--- src/rtl/fmap_rmw_client_pkg.sv ---
// Shared types for the feature-map read-modify-write requester.
package fmap_rmw_client_pkg;

  typedef enum logic [1:0] {
    OLD_FROM_BRAM = 2'd0,
    OLD_FROM_W    = 2'd1,
    OLD_FROM_P    = 2'd2
  } old_src_e;

endpackage

--- src/rtl/fmap_sat_adder.sv ---
// Combinational per-channel saturating add of a delta vector onto a stored vector.
module fmap_sat_adder #(
  parameter int OUT_CHANNELS    = 2,
  parameter int BITS_PER_NEURON = 8
) (
  input  logic [OUT_CHANNELS*BITS_PER_NEURON-1:0] old_i,
  input  logic [OUT_CHANNELS*BITS_PER_NEURON-1:0] delta_i,
  output logic [OUT_CHANNELS*BITS_PER_NEURON-1:0] sum_o
);

  localparam int B = BITS_PER_NEURON;

  // One guard bit is enough: disagreement between the top two bits means overflow.
  function automatic logic [B-1:0] sat_add(input logic signed [B-1:0] a,
                                           input logic signed [B-1:0] b);
    logic signed [B:0] s;
    s = {a[B-1], a} + {b[B-1], b};
    if (s[B] == s[B-1]) return s[B-1:0];
    return s[B] ? {1'b1, {(B-1){1'b0}}} : {1'b0, {(B-1){1'b1}}};
  endfunction

  always_comb begin
    sum_o = '0;
    for (int i = 0; i < OUT_CHANNELS; i++) begin
      sum_o[i*B +: B] = sat_add(old_i[i*B +: B], delta_i[i*B +: B]);
    end
  end

endmodule

--- src/rtl/fmap_rmw_client.sv ---
// Pipelined read-modify-write requester: adds event deltas into the feature-map BRAM,
// one event per cycle, with W/P forwarding for close same-coordinate hazards.
module fmap_rmw_client
  import fmap_rmw_client_pkg::*;
#(
  parameter int BITS_PER_COORDINATE = 3,
  parameter int OUT_CHANNELS        = 2,
  parameter int BITS_PER_NEURON     = 8
) (
  input  logic                                     clk,
  input  logic                                     rst_n,
  input  logic                                     enable,
  input  logic                                     ev_valid,
  output logic                                     ev_ready,
  input  logic [2*BITS_PER_COORDINATE-1:0]         ev_coord,
  input  logic [OUT_CHANNELS*BITS_PER_NEURON-1:0]  ev_delta,
  output logic                                     read_req,
  output logic [2*BITS_PER_COORDINATE-1:0]         coord_get,
  input  logic [OUT_CHANNELS*BITS_PER_NEURON-1:0]  data_out,
  output logic                                     write_req,
  output logic [2*BITS_PER_COORDINATE-1:0]         coord_wtr,
  output logic [OUT_CHANNELS*BITS_PER_NEURON-1:0]  data_in,
  output logic                                     busy
);

  localparam int CW = 2*BITS_PER_COORDINATE;
  localparam int FW = OUT_CHANNELS*BITS_PER_NEURON;

  logic          r_valid_q, r_valid_d, d_valid_q, d_valid_d;
  logic          w_valid_q, w_valid_d, p_valid_q, p_valid_d;
  logic [CW-1:0] r_coord_q, r_coord_d, d_coord_q, d_coord_d;
  logic [CW-1:0] w_coord_q, w_coord_d, p_coord_q, p_coord_d;
  logic [FW-1:0] r_delta_q, r_delta_d, d_delta_q, d_delta_d;
  logic [FW-1:0] w_data_q, w_data_d, p_data_q, p_data_d;

  logic          accept;
  old_src_e      old_src;
  logic [FW-1:0] old_val;
  logic [FW-1:0] sum;

  assign accept = ev_valid & enable;

  // P holds the write issued last cycle; the BRAM returns pre-write data for it.
  always_comb begin
    old_src = OLD_FROM_BRAM;
    if (w_valid_q && (w_coord_q == d_coord_q))      old_src = OLD_FROM_W;
    else if (p_valid_q && (p_coord_q == d_coord_q)) old_src = OLD_FROM_P;
  end

  always_comb begin
    case (old_src)
      OLD_FROM_W: old_val = w_data_q;
      OLD_FROM_P: old_val = p_data_q;
      default:    old_val = data_out;
    endcase
  end

  fmap_sat_adder #(
    .OUT_CHANNELS   (OUT_CHANNELS),
    .BITS_PER_NEURON(BITS_PER_NEURON)
  ) u_sat_adder (
    .old_i  (old_val),
    .delta_i(d_delta_q),
    .sum_o  (sum)
  );

  always_comb begin
    r_valid_d = accept;
    r_coord_d = accept ? ev_coord : r_coord_q;
    r_delta_d = accept ? ev_delta : r_delta_q;
    d_valid_d = r_valid_q;
    d_coord_d = r_coord_q;
    d_delta_d = r_delta_q;
    w_valid_d = d_valid_q;
    w_coord_d = d_coord_q;
    w_data_d  = sum;
    p_valid_d = w_valid_q;
    p_coord_d = w_coord_q;
    p_data_d  = w_data_q;
  end

  always_ff @(posedge clk or negedge rst_n) begin
    if (!rst_n) begin
      r_valid_q <= 1'b0;
      r_coord_q <= '0;
      r_delta_q <= '0;
      d_valid_q <= 1'b0;
      d_coord_q <= '0;
      d_delta_q <= '0;
      w_valid_q <= 1'b0;
      w_coord_q <= '0;
      w_data_q  <= '0;
      p_valid_q <= 1'b0;
      p_coord_q <= '0;
      p_data_q  <= '0;
    end else begin
      r_valid_q <= r_valid_d;
      r_coord_q <= r_coord_d;
      r_delta_q <= r_delta_d;
      d_valid_q <= d_valid_d;
      d_coord_q <= d_coord_d;
      d_delta_q <= d_delta_d;
      w_valid_q <= w_valid_d;
      w_coord_q <= w_coord_d;
      w_data_q  <= w_data_d;
      p_valid_q <= p_valid_d;
      p_coord_q <= p_coord_d;
      p_data_q  <= p_data_d;
    end
  end

  assign ev_ready  = enable;
  assign read_req  = r_valid_q;
  assign coord_get = r_coord_q;
  assign write_req = w_valid_q;
  assign coord_wtr = w_coord_q;
  assign data_in   = w_data_q;
  assign busy      = r_valid_q | d_valid_q | w_valid_q;

endmodule

--- config.mk ---
export PLATFORM = sky130hd
export DESIGN_NAME = fmap_rmw_client
export DESIGN_NICKNAME = d
export VERILOG_FILES = /design/src/rtl/fmap_rmw_client_pkg.sv /design/src/rtl/fmap_sat_adder.sv /design/src/rtl/fmap_rmw_client.sv
export SDC_FILE = /design/constraint.sdc
export NUM_CORES = 1
export LEC_CHECK = 0
export ABC_AREA = 1
export BUFFER_PORTS_ARGS = -buffer_cell sky130_fd_sc_hd__buf_2
export CAP_MARGIN = 15
export CORE_UTILIZATION = 56
export CTS_CLUSTER_DIAMETER = 100
export DETAILED_ROUTE_END_ITERATION = 7
export PLACE_DENSITY_LB_ADDON = 0.2
export SYNTH_ARGS = -nofsm -noshare
export SYNTH_HDL_FRONTEND = slang
export SYNTH_SLANG_ARGS = --single-unit
--- constraint.sdc ---
create_clock -name clk -period 3.35 [get_ports clk]
set_input_delay 0.67 -clock clk [delete_from_list [all_inputs] [get_ports clk]]
set_output_delay 0.67 -clock clk [all_outputs]
set_load 0.03 [all_outputs]
==> results.json, run 1 <==
{
  "synthMostInstantiatedCell": "sky130_fd_sc_hd__nand2_1",
  "numCtsBuffers": 9,
  "initial_utilization_pct": 57.44,
  "drt_first_pass_iters": 6,
  "synthDistinctLibCells": 27,
  "yosys.area_share.xor_xnor_pct": 1.190,
  "design.die.area_um2": 8244,
  "yosys_register_bits": 92,
  "cts_tree": "yes",
  "postRouteWirelength_um": 9268,
  "globalplace.congestion": 0.8158,
  "synthFlopType": "sky130_fd_sc_hd__dfrtp_1",
  "synth.mux.area_fraction_pct": 0,
  "final.fill_count": 686,
  "rsz0062_at_grt": "no",
  "die_width_um": 90.80,
  "fp.coreArea_um2": 7687,
  "1st_iter_drt_viols": 217,
  "internal_power_mw": 2.008,
  "postSynthAreaPerCell_um2": 8.363,
  "timing.final.crit_share_pct": 88.83,
  "grt_remaining_overflow": 0,
  "synthArstFlopShare_pct": 100.0,
  "drc": 1,
  "insertedDiodeCount": 0,
  "grt_pass1_wl_um": 16250,
  "tightest_slew_ns": 0.8113,
  "startpoint": "d_coord_q[0]",
  "cp.arrival_ns": 3.27,
  "post-route-util_pct": 65.93,
  "cts.clk_slew.worst_paths_ns": 0.10,
  "violations": "DRC",
  "pwr-share-clk_pct": 22.0,
  "synth-simple-area-share_pct": 32.36,
  "final_cell_count_no_fill": 715,
  "synth_fp_nets": 588,
  "layout_min_cycle_time_ns": 2.976,
  "critPathCapture": "data_in[11]",
  "crit_reg_reg_startpoint": "d_coord_q[0]",
  "post_cts_resized": 0,
  "synth_top_cells_by_count": "sky130_fd_sc_hd__nand2_1, sky130_fd_sc_hd__dfrtp_1, sky130_fd_sc_hd__inv_1, sky130_fd_sc_hd__nand3_1, sky130_fd_sc_hd__nor2_1",
  "globalRouteTotalUtil_pct": 25.55,
  "ios": 74,
  "detail_route.wl_per_cell_um": 12.96,
  "proportion_of_layout_cells_with_a_drive_suffix_above_1_pct": 21.37,
  "worst_ep_required_time_ns": 3.64,
  "vias": 3476,
  "worst-r2r-cell-count": 19,
  "p_switching_mw": 1.311,
  "post-dp-hpwl_um": 7006,
  "yosys-top-cells-area": "sky130_fd_sc_hd__dfrtp_1, sky130_fd_sc_hd__nand2_1, sky130_fd_sc_hd__inv_1, sky130_fd_sc_hd__nand3_1, sky130_fd_sc_hd__ha_1",
  "yosysTopAreaCell": "sky130_fd_sc_hd__dfrtp_1",
  "clock_sink_count": 92,
  "netlist_area_um2": 4415,
  "cts_max_path_buffers": 2,
  "port_buffers": 73,
  "synthesis.instances": 528,
  "holdWs_ns": 0.3696,
  "critical_path.reg2reg.endpoint": "data_in[11]",
  "setup_viol": 0,
  "crit_type": "register to register",
  "status": "finished, violations left",
  "placed_cells_incl_taps": 699,
  "power.density_nw_per_um2": 654.7,
  "die_height_um": 90.80,
  "critical_path_peak_fanout": 18,
  "irDropWorstVdd_uv": 399.3,
  "cts.hold.buffers_added": 0,
  "grt_start_max_net_pins": 66,
  "synth-seq-area-share_pct": 52.14,
  "worstSkewPairLatency_ns": 0.37,
  "worst-r2r-setup-slack_ns": 0.37,
  "report.final.slew_viol_count": 0,
  "antenna_found_initial": 0,
  "leakage_nw": 2.958,
  "maxSlewHeadroom_pct": 45.91,
  "cts.htree.levels": 3,
  "ctsRootBufferMaster": "sky130_fd_sc_hd__clkbuf_8",
  "largest_family_of_logic_cells_by_synthesized_area": "simple AND/OR/NAND/NOR gates",
  "timing.max_cap.violations": 0,
  "hold_path.class": "input port to asynchronous set/reset pin",
  "synth-compound-area-share_pct": 0.6801,
  "synth_top_area_share_pct": 52.14,
  "first_global_vias": 3488,
  "setup-tns-final_ns": 0,
  "post-cts-setup-buffers": 0,
  "max_clock_freq_ghz": 0.3361,
  "floorplan.rows": 32,
  "synth_enable_flop_cells": 0,
  "ant_nets": 0,
  "start_kind": "register",
  "synth_warnings": 0,
  "nNetsFinal": 668,
  "via_per_inst": 4.862,
  "end_kind": "register",
  "power.share.sequential_pct": 46.5,
  "timing.final.hold_violations": 0,
  "power.switching_fraction_pct": 39.50,
  "finalClockSkew_ns": 0.01182,
  "synthAdderAreaFrac_pct": 5.441,
  "share_comb_of_total_power_pct": 31.5,
  "layout-area-overhead-vs-synth_pct": 14.79
}
[power by group through the flow]
stage	Combinational (mW)	Sequential (mW)	Clock [mW]
floorplan	0.531	1.75	0
finish	1.05	1.54	0.731
global placement	1.02	1.56	0
global route	1.17	1.58	0.794
CTS	1.05	1.54	0.745
detailed placement	1.04	1.57	0
[registers in the layout, indices dropped and copies added, names as in the netlist]
signal and flops:
coord_get 6, coord_wtr 6, d_coord_q 6, d_delta_d 16, d_delta_q 16, d_valid_q 1
data_in 16, p_coord_q 6, p_data_q 16, p_valid_q 1, read_req 1, write_req 1
[per-layer routing]
| metal | vias up | wire length (um) | track usage [%] |
|---|---|---|---|
| li1 | 1776 | - | - |
| met1 | 1601 | 4286 | 34.86 |
| met2 | 88 | 4379 | 40.40 |
| met3 | 11 | 438 | 4.293 |
| met4 | 0 | 164 | 11.24 |
| met5 | - | 0 | 0 |
[worst max-delay path: stages (launching register included)]
cell	delay (ns)
sky130_fd_sc_hd__dfrtp_1	0.43
sky130_fd_sc_hd__inv_2	0.09
sky130_fd_sc_hd__nand2_2	0.06
sky130_fd_sc_hd__nand2_1	0.08
sky130_fd_sc_hd__clkinv_1	0.07
sky130_fd_sc_hd__nand2_2	0.07
sky130_fd_sc_hd__nor2_4	0.04
sky130_fd_sc_hd__nand2_4	0.18
sky130_fd_sc_hd__nand2_4	0.17
sky130_fd_sc_hd__nor2_1	0.16
sky130_fd_sc_hd__nor2_1	0.08
sky130_fd_sc_hd__ha_1	0.21
sky130_fd_sc_hd__fa_1	0.41
sky130_fd_sc_hd__nand2_1	0.08
sky130_fd_sc_hd__nand2_1	0.09
sky130_fd_sc_hd__nand3_1	0.12
sky130_fd_sc_hd__nand2_1	0.06
sky130_fd_sc_hd__nand2_1	0.08
sky130_fd_sc_hd__nand4_1	0.25
sky130_fd_sc_hd__nand2_1	0.17
[per-stage QoR]
stage	power, mW	instance area (um2)	worst slack, ns
after global routing	3.540	5069	0.1090
after CTS	3.341	5069	0.3856
final	3.319	5069	0.3743
after global placement	2.578	4876	0.4857
after floorplan	2.278	4415	0.7192
after detailed placement	2.610	4876	0.4160
[kinds of logic after synthesis]
group,Yosys count
xor+xnor,6
simple gates,321
fa+ha+maj,18
buf+inv,85
flops,92
compound gates,6
[cell usage in the layout, fill, tap and decap left out, types with 7 or more instances in the layout]
| master | count |
|---|---|
| sky130_fd_sc_hd__nand2_1 | 201 |
| sky130_fd_sc_hd__dfrtp_1 | 92 |
| sky130_fd_sc_hd__buf_2 | 72 |
| sky130_fd_sc_hd__inv_1 | 69 |
| sky130_fd_sc_hd__nand3_1 | 44 |
| sky130_fd_sc_hd__nor2_1 | 32 |
| sky130_fd_sc_hd__ha_1 | 16 |
| sky130_fd_sc_hd__nand2_2 | 10 |
| sky130_fd_sc_hd__nor2_2 | 10 |
| sky130_fd_sc_hd__clkbuf_8 | 10 |
| sky130_fd_sc_hd__nand4_1 | 8 |
| sky130_fd_sc_hd__buf_4 | 7 |
[cell type report]
| cell class | count | area [um2] | area share (%) |
|---|---|---|---|
| flip-flops and latches | 92 | 2302 | 45.42 |
| inverters | 75 | 281.5 | 5.554 |
| multi-input cells | 351 | 1752 | 34.56 |
| repair buffers | 79 | 412.9 | 8.146 |
| clock inverters | 6 | 55.05 | 1.086 |
| clock buffers | 10 | 137.6 | 2.715 |
| well taps | 102 | 127.6 | 2.518 |
[worst min-delay path by stage]
stage,from,slack (ns),cells after the start,endpoint
6_report,rst_n,0.37,1,p_data_q[5]
5_1_grt,d_delta_d[4],0.39,0,d_delta_q[4]
4_1_cts,d_delta_d[4],0.38,0,d_delta_q[4]
3_5_place_dp,d_delta_d[4],0.36,0,d_delta_q[4]
3_3_place_gp,d_valid_q,0.36,0,write_req
2_1_floorplan,d_valid_q,0.35,0,write_req
(Power assumes the default switching activity.)
==> run 2, diff against run 1 <==
--- a/config.mk
+++ b/config.mk
@@ -8,7 +8,8 @@
 export ABC_AREA = 1
 export BUFFER_PORTS_ARGS = -buffer_cell sky130_fd_sc_hd__buf_2
 export CAP_MARGIN = 15
-export CORE_UTILIZATION = 56
+export CORE_UTILIZATION = 58
+export CTS_BUF_LIST = sky130_fd_sc_hd__clkbuf_4
 export CTS_CLUSTER_DIAMETER = 100
 export DETAILED_ROUTE_END_ITERATION = 7
 export PLACE_DENSITY_LB_ADDON = 0.2
==> run 2 against run 1 <==
Against the previous run: sequential share of layout area rose by 0.50 points; maximum frequency increased by 3.0%; clock skew increased by 0.0072 ns; the flow now finishes without violations; largest power group unchanged.
==> results.json, run 2 (same netlist as run 1, synthesis figures left out) <==
{
  "proportion_of_layout_cells_with_a_drive_suffix_above_1_pct": 21.17,
  "report.final.slew_viol_count": 0,
  "rsz0062_at_grt": "no",
  "maxSlewHeadroom_pct": 56.89,
  "critPathMostFrequentCell": "sky130_fd_sc_hd__nand2_1",
  "timing.max_cap.violations": 0,
  "via_per_inst": 4.874,
  "globalRouteTotalUtil_pct": 25.29,
  "status": "finished, final reports clean",
  "numCtsBuffers": 9,
  "irDropWorstVdd_uv": 302.5,
  "setup_viol": 0,
  "critical-path-max-stage-delay_ns": 0.44,
  "die_width_um": 89.25,
  "grt_remaining_overflow": 0,
  "setup-tns-final_ns": 0,
  "crit_reg_reg_startpoint": "d_coord_q[0]",
  "critical_path.cell_chain": "inv_2, nand2_2, nand2_1, clkinv_1, nand2_2, nor2_4, nand2_4, nand2_1, nor2_1, nor2_1, ha_1, fa_1, nand2_1, nand2_1, nand3_1, nand2_1, nand2_1, nand4_1, nand2_1",
  "grt_pass1_wl_um": 14840,
  "insertedDiodeCount": 0,
  "drt_first_pass_iters": 5,
  "die_height_um": 89.25,
  "layout-area-overhead-vs-synth_pct": 13.54,
  "layout_min_cycle_time_ns": 2.889,
  "layout.cells.most_common_list": "sky130_fd_sc_hd__nand2_1, sky130_fd_sc_hd__dfrtp_1, sky130_fd_sc_hd__buf_2",
  "antenna_found_initial": 0,
  "final_common_cell": "sky130_fd_sc_hd__nand2_1",
  "ant_nets": 0,
  "globalplace.congestion": 0.8809,
  "cts.hold.buffers_added": 0,
  "timing.final.hold_violations": 0,
  "worstSkewPairLatency_ns": 0.43,
  "detail_route.wl_per_cell_um": 12.81,
  "critical_path.slowest_cell": "sky130_fd_sc_hd__dfrtp_1",
  "ctsRootBufferMaster": "sky130_fd_sc_hd__clkbuf_4",
  "drc": 0,
  "finalPower_mw": 3.180,
  "fp.coreArea_um2": 7292,
  "grt_start_max_net_pins": 55,
  "preCtsSetupSlack_ns": 0.4004,
  "postRouteWirelength_um": 9132,
  "leakage_nw": 2.937,
  "first_global_vias": 3238,
  "tightest_slew_ns": 0.6467,
  "1st_iter_drt_viols": 182,
  "max_clock_freq_ghz": 0.3461,
  "crit_type": "register to register",
  "ios": 74,
  "end_kind": "register",
  "cts_tree": "yes",
  "cts.clk_slew.worst_paths_ns": 0.14,
  "start_kind": "register",
  "nNetsFinal": 669,
  "port_buffers": 73,
  "vias": 3475,
  "cts.htree.levels": 3,
  "worst_ep_required_time_ns": 3.72,
  "power.density_nw_per_um2": 634.2,
  "clock_sink_count": 92,
  "finalClockSkew_ns": 0.01903,
  "startpoint": "d_coord_q[0]",
  "floorplan.rows": 31,
  "initial_utilization_pct": 60.55,
  "layout_setup_ws_ns": 0.4607,
  "hold_path.class": "input port to asynchronous set/reset pin",
  "post-dp-hpwl_um": 6994,
  "timing.final.crit_share_pct": 86.25,
  "cts_max_path_buffers": 2,
  "design.die.area_um2": 7966,
  "holdWs_ns": 0.2446,
  "cp.arrival_ns": 3.26,
  "critical_path_peak_fanout": 18
}
==> run 2: repair_timing <==
item / 4_1_cts / 5_1_grt
setup endpoints to repair: 0 / 1
resized for setup: 0 / 0
buffers inserted: 0 / 2
endpoints found under the hold margin: 0 / 0
==> run 2: worst max-delay path, delay by kind of cell (launching register included) <==
family | cells | cell delay, ns
buf+inv | 2 | 0.17
flops | 1 | 0.44
fa+ha+maj | 2 | 0.60
simple gates | 15 | 1.63
==> run 2: cell type report <==
type	instances	area, um2
fillers	629	2278
flip-flops and latches	92	2302
clock inverters	7	66.31
well taps	99	123.9
repair buffers	80	420.4
inverters	75	281.5
clock buffers	9	67.56
multi-input cells	351	1752
==> run 2: final timing paths <==
check	to	slack, ns	cells past startpoint
setup / recovery	data_in[0]	0.46	19
hold / removal	coord_wtr[0]	0.24	1
setup reg to reg	data_in[0]	0.46	19
hold reg to reg	write_req	0.39	0
max in group asynchronous	d_delta_d[7]	2.37	2
min in group clk	write_req	0.39	0
==> run 2: power breakdown <==
| group | leakage, nW | total, mW | switching (mW) | internal (mW) |
|---|---|---|---|---|
| Combinational | 1.76 | 1.04 | 0.720 | 0.325 |
| Clock | 0.0674 | 0.589 | 0.365 | 0.224 |
| Sequential | 1.11 | 1.55 | 0.169 | 1.38 |
==> run 2: per-stage QoR <==
stage / std cells / area [um2] / utilization, %
finish: 713 / 5014 / 68.75
global route: 713 / 5014 / 68.75
CTS: 711 / 4999 / 68.55
floorplan: 528 / 4415 / -
detailed placement: 695 / 4865 / 66.71
global placement: 695 / 4865 / 66.71
==> run 2: layer usage <==
layer / GRT usage, % / share of wire (%) / vias up
met2: 41.85 / 49 / 87
met4: 6.494 / 1.0 / 0
met1: 33.88 / 46 / 1614
met3: 5.910 / 4.5 / 9
li1: - / - / 1765
met5: 0 / 0 / -
